--- src/rtl/ctrl_fsm.sv ---
// ctrl_fsm - sequential control unit for the picoMIPS datapath.
//
// Decodes the instruction opcode into ALU function and datapath strobes and
// adds sequencing: LOAD waits for a synchronised button press and then
// writes exactly once, MULI can stall, HALT is sticky until reset and
// undefined opcodes are flagged.
//
// Optional feature macro: CTRL_MUL_STALL_EN
//   defined   - MULI occupies MUL_LAT cycles, one write on the last cycle
//   undefined - MULI completes in one cycle, no stall counter is built
//
// Parameters:
//   OPW     opcode width (>= 3)
//   AFW     ALUFunc width (>= 2)
//   MUL_LAT total MULI cycles when stalling is compiled in (>= 1)
//
// Ports:
//   clk        in   system clock, rising edge
//   nReset     in   asynchronous active-low reset
//   opcode     in   current opcode, held stable while PCincr=0
//   load_btn   in   raw asynchronous load button, active high
//   ALUFunc    out  {zeros, opcode[1:0]}
//   PCincr     out  advance PC at the next edge
//   imm        out  operand B is immediate/switch rather than a register
//   imm_or_sw  out  1 = program immediate, 0 = switches
//   write      out  register-file write enable
//   busy       out  state is not RUN
//   illegal    out  current opcode is undefined
module ctrl_fsm #(
    parameter int unsigned OPW     = 3,
    parameter int unsigned AFW     = 2,
    parameter int unsigned MUL_LAT = 2
) (
    input  logic           clk,
    input  logic           nReset,
    input  logic [OPW-1:0] opcode,
    input  logic           load_btn,
    output logic [AFW-1:0] ALUFunc,
    output logic           PCincr,
    output logic           imm,
    output logic           imm_or_sw,
    output logic           write,
    output logic           busy,
    output logic           illegal
);

    typedef enum logic [1:0] {RUN, WAIT_LOAD, MUL_WAIT, HALTED} state_t;

    typedef enum logic [2:0] {
        OP_HALT = 3'b000,
        OP_ADDI = 3'b001,
        OP_ADD  = 3'b010,
        OP_MULI = 3'b011,
        OP_LOAD = 3'b100
    } opc_t;

    state_t     r_state;
    logic       r_live;
    logic       r_sync1;
    logic       r_sync2;
    logic       r_prev;

    logic [2:0] w_op;
    logic       w_hi_set;
    logic       w_load_pulse;
    logic       w_mul_stall;
    logic       w_mul_done;

    assign w_op         = opcode[2:0];
    // Shift instead of a part-select so OPW == 3 needs no special case.
    assign w_hi_set     = |(opcode >> 3);
    assign w_load_pulse = r_sync2 & ~r_prev;

`ifdef CTRL_MUL_STALL_EN
    localparam int unsigned CW = (MUL_LAT > 2) ? $clog2(MUL_LAT - 1) : 1;

    logic [CW-1:0] r_cnt;

    assign w_mul_stall = (MUL_LAT > 1);
    assign w_mul_done  = (r_cnt == '0);

    // The issuing RUN cycle counts as one of the MUL_LAT cycles and the
    // final MUL_WAIT cycle (counter zero) is another, hence MUL_LAT-2.
    always_ff @(posedge clk or negedge nReset) begin
        if (!nReset) begin
            r_cnt <= '0;
        end else if (r_live && r_state == RUN && !w_hi_set && w_op == OP_MULI) begin
            r_cnt <= CW'(MUL_LAT - 2);
        end else if (r_state == MUL_WAIT && !w_mul_done) begin
            r_cnt <= r_cnt - CW'(1);
        end
    end
`else
    logic w_unused_mul_lat;

    assign w_mul_stall      = 1'b0;
    assign w_mul_done       = 1'b1;
    assign w_unused_mul_lat = (MUL_LAT != 0);
`endif

    // Button synchroniser plus edge-detect flop. r_live holds the FSM and
    // outputs idle until the first edge after reset release.
    always_ff @(posedge clk or negedge nReset) begin
        if (!nReset) begin
            r_sync1 <= 1'b0;
            r_sync2 <= 1'b0;
            r_prev  <= 1'b0;
            r_live  <= 1'b0;
        end else begin
            r_sync1 <= load_btn;
            r_sync2 <= r_sync1;
            r_prev  <= r_sync2;
            r_live  <= 1'b1;
        end
    end

    always_ff @(posedge clk or negedge nReset) begin
        if (!nReset) begin
            r_state <= RUN;
        end else if (r_live) begin
            unique case (r_state)
                RUN: begin
                    if (!w_hi_set) begin
                        case (w_op)
                            OP_LOAD: r_state <= WAIT_LOAD;
                            OP_HALT: r_state <= HALTED;
                            OP_MULI: if (w_mul_stall) r_state <= MUL_WAIT;
                            default: ;
                        endcase
                    end
                end
                WAIT_LOAD: if (w_load_pulse) r_state <= RUN;
                MUL_WAIT:  if (w_mul_done)   r_state <= RUN;
                HALTED:    ;
            endcase
        end
    end

    // Outputs decode combinationally from state and opcode so a
    // single-cycle instruction completes in the cycle it is presented.
    always_comb begin
        ALUFunc   = '0;
        PCincr    = 1'b0;
        imm       = 1'b0;
        imm_or_sw = 1'b0;
        write     = 1'b0;
        busy      = 1'b0;
        illegal   = 1'b0;
        if (r_live) begin
            ALUFunc[1:0] = opcode[1:0];
            busy         = (r_state != RUN);
            unique case (r_state)
                RUN: begin
                    if (w_hi_set) begin
                        illegal = 1'b1;
                        PCincr  = 1'b1;
                    end else begin
                        case (w_op)
                            OP_ADD: begin
                                write  = 1'b1;
                                PCincr = 1'b1;
                            end
                            OP_ADDI: begin
                                write     = 1'b1;
                                PCincr    = 1'b1;
                                imm       = 1'b1;
                                imm_or_sw = 1'b1;
                            end
                            OP_MULI: begin
                                imm       = 1'b1;
                                imm_or_sw = 1'b1;
                                write     = !w_mul_stall;
                                PCincr    = !w_mul_stall;
                            end
                            OP_LOAD: imm = 1'b1;
                            OP_HALT: ;
                            default: begin
                                illegal = 1'b1;
                                PCincr  = 1'b1;
                            end
                        endcase
                    end
                end
                WAIT_LOAD: begin
                    imm    = 1'b1;
                    write  = w_load_pulse;
                    PCincr = w_load_pulse;
                end
                MUL_WAIT: begin
                    imm       = 1'b1;
                    imm_or_sw = 1'b1;
                    write     = w_mul_done;
                    PCincr    = w_mul_done;
                end
                HALTED: ;
            endcase
        end
    end

endmodule

--- config.mk ---
export PLATFORM = sky130hd
export DESIGN_NAME = ctrl_fsm
export DESIGN_NICKNAME = d
export VERILOG_FILES = /design/src/rtl/ctrl_fsm.sv
export SDC_FILE = /design/constraint.sdc
export NUM_CORES = 1
export LEC_CHECK = 0
export ABC_AREA = 1
export CAP_MARGIN = 0
export CORE_AREA = 5 5 42 44
export CTS_CLUSTER_SIZE = 20
export DETAILED_ROUTE_END_ITERATION = 16
export DIE_AREA = 0 0 47 49
export PLACE_DENSITY = 0.58
export SYNTH_ARGS = -nofsm -noshare
export SYNTH_HDL_FRONTEND = slang
export SYNTH_SLANG_ARGS = --single-unit
export TNS_END_PERCENT = 50
--- constraint.sdc ---
create_clock -name clk -period 1.1 [get_ports clk]
set_input_delay 0.22 -clock clk [delete_from_list [all_inputs] [get_ports clk]]
set_output_delay 0.22 -clock clk [all_outputs]
set_load 0.05 [all_outputs]
==> impl_metrics.csv <==
group,metric,value,unit
setup_path,cp-end-kind,"output port",
synth,synth_top_family_by_area,"simple AND/OR/NAND/NOR gates",
sta,max_clock_freq,599,MHz
synth,synthMuxAreaShare,0,%
clocking,cts_tree,"built",
setup_path,crit_family,"flip-flops",
clocking,clock-root-buffer,"clkbuf_4",
setup_path,cp-start-kind,"flip-flop",
floorplanning,fp.dieW,47,um
synth,synth-simple-area-share,33.9,%
sta,tns,-3.81,ns
setup_path,worstPathCellList,"ha_1, nor2_8, nand2_4, nor2_4, buf_12",
clocking,cts_max_level,1,
clocking,path_clk_slew,0.04,ns
synth,synth_area_leaders,"dfrtp_1, ha_1, nand2_1, inv_1, nor2_1",
floorplanning,initial_core_util,29.5,%
synth,syn-cell-area,413,um2
synth,netlist_instances,56,
global_routing,grt_pass1_wl,1.79,mm
synth,synth_nets,66,
setup_path,cp_max_fo,4,
clocking,hold_buffers,0,
sta,setup_viol,10,
sta,hold_viol,0,
synth,netlist.area_leader.share,36.4,%
routing,drtAntennaViolNets,0,
setup_path,cp_slowest_cell,"dfrtp_2",
layout,layout-drive-gt1-share,60.2,%
pwr,vdd_drop_max,1.38,mV
routing,vias,416,
sta,slew_violations,0,
synth,ys_seq_area_share,36.4,%
routing,routed_wl,1.00,mm
clocking,clockBufferDepth,2,
floorplanning,dieArea,2300,um2
setup_path,cp.required,0.88,ns
layout,syn_to_final_growth,116,%
sta,timing.final.crit_period,1.67,ns
synth,synth.avg_cell_area,7.37,um2
floorplanning,io_pins,14,
layout,finalNetCount,100,
routing,drc,0,
sta,skew,0.00483,ns
global_routing,overflow,0,
place,gp_congestion,0.811,
layout,diodes,0,
synth,synth_fa_ha_area_share,12.1,%
place,hpwl,869,um
place,io_buffers,13,
floorplanning,die_h,49,um
setup_path,critPathKind,"reg -> out",
synth,synth_cell_types,15,
clocking,numCtsBuffers,3,
clocking,clk_latency,0.23,ns
sta,rsz0062_at_grt,"yes",
setup_path,critPathMaxStageDelay,0.44,ns
synth,synth_top_cell_by_area,"dfrtp_1",
worst_hold_path,worstHoldPathType,"in -> async",
floorplanning,rows,14,
synth,synth_warnings,0,
synth,synth-compound-area-share,5.76,%
clocking,cts.sinks,6,
floorplanning,core_area,1400,um2
routing,vias_per_cell,4.00,
global_routing,grt_max_degree,7,
sta,timing.final.crit_share,152,%
sta,setup_ws,-0.569,ns
synth,synth_seq_cells,6,
status,violations,"setup timing",
global_routing,grt_usage,10.4,%
pwr,p_leak,0.428,nW
pwr,p_per_area,2300,nW/um2
synth,synth_xor_area_share,0,%
global_routing,antenna_found_initial,0,
setup_path,path_buf_inv,1,
status,status,"finished with violations",
global_routing,grt_pass1_vias,437,
place,post-place-ws,-0.527,ns
routing,drtIter0Drc,2,
routing,dr.pass1.iters,4,
sta,whs,0.216,ns
run,cap_violations,0,
setup_path,arrival,1.45,ns
routing,detail_route.wl_per_cell,9.65,um
==> stage by stage <==
step	cells	utilization (%)	area, um2	total power, mW
2_1_floorplan	56	-	488	1.12
3_3_place_gp	99	57.9	811	1.70
3_5_place_dp	99	57.9	811	1.72
4_1_cts	103	62.1	870	2.03
5_1_grt	104	63.6	891	2.19
6_report	104	63.6	891	2.05
==> final timing paths <==
path	startpoint	endpoint	slack, ns	cells after the start
max	r_state[0]	write	-0.57	5
min	nReset	r_sync1	0.22	1
max reg2reg	r_state[0]	r_state[1]	-0.24	7
min reg2reg	r_sync1	r_sync2	0.35	0
max in group asynchronous	nReset	r_state[0]	0.66	1
min in group clk	r_sync1	r_sync2	0.35	0
==> worst reg2reg max path, stage by stage, from the launching register on <==
cell     delay [ns]
dfrtp_2        0.44
ha_1           0.27
nor2_8         0.17
inv_2          0.06
buf_4          0.13
nor2_2         0.09
nand3_1        0.06
nand2_1        0.06
==> final cells by class <==
cell class	instances	area (um2)
inverters	12	48.8
repair buffers	29	327
flip-flops and latches	6	151
fillers	118	510
multi-input cells	38	322
clock buffers	3	22.5
well taps	16	20.0
==> logic make-up (layout without fill, tap and decap cells) <==
kind of cell             Yosys count  after routing
buffers and inverters             12             44
adder cells (fa/ha/maj)            4              4
AND/OR/NAND/NOR                   29             29
other                              1              1
flip-flops                         6              6
AO/OA/AOI/OAI                      4              4
==> timing repair <==
| action | 4_1_cts | 5_1_grt |
|---|---|---|
| setup buffers | 1 | 1 |
| gates resized for setup | 12 | 3 |
| pin swaps | 2 | 2 |
| setup endpoints to repair | 10 | 10 |
==> report_power, final <==
part,internal [mW],switching (mW)
Combinational,0.766,0.783
Clock,0.122,0.0651
Sequential,0.263,0.0514
==> per-layer routing <==
layer | part of all wire [%] | wire length [um] | GRT usage [%]
met5 | 0 | 0 | 0
met4 | 0 | 0 | 3.23
met3 | 5.1 | 51 | 2.21
met2 | 51 | 514 | 17.9
met1 | 44 | 438 | 12.2
==> cell usage in the layout, fill, tap and decap left out, drive strengths merged <==
| cell type | netlist | layout |
|---|---|---|
| buf | 0 | 24 |
| nand2 | 12 | 12 |
| inv | 12 | 11 |
| nor2 | 10 | 10 |
| dfrtp | 6 | 6 |
| nand3 | 5 | 5 |
| ha | 4 | 4 |
| clkbuf | 0 | 3 |
| clkdlybuf4s50 | 0 | 3 |
| a21oi | 2 | 2 |
| dlygate4sd2 | 0 | 2 |
| o21ai | 2 | 2 |
| nor3 | 1 | 1 |
| clkinvlp | 0 | 1 |
| nand4 | 1 | 1 |
| conb | 1 | 1 |
==> flip-flops by register name, indices dropped and copies added, names as in the netlist <==
register / cells
r_live: 1
r_sync2: 1
r_prev: 1
r_sync1: 1
r_state: 2
==> cells in the mapped netlist <==
master   number
dfrtp_1       6
nor3_1        1
nand3_1       5
ha_1          4
nor2_2        2
inv_2         2
nand2_1      12
nor2_1        7
nand4_1       1
a21oi_1       2
conb_1        1
inv_1        10
o21ai_2       1
nor2_8        1
o21ai_0       1
(Power assumes the default switching activity.)
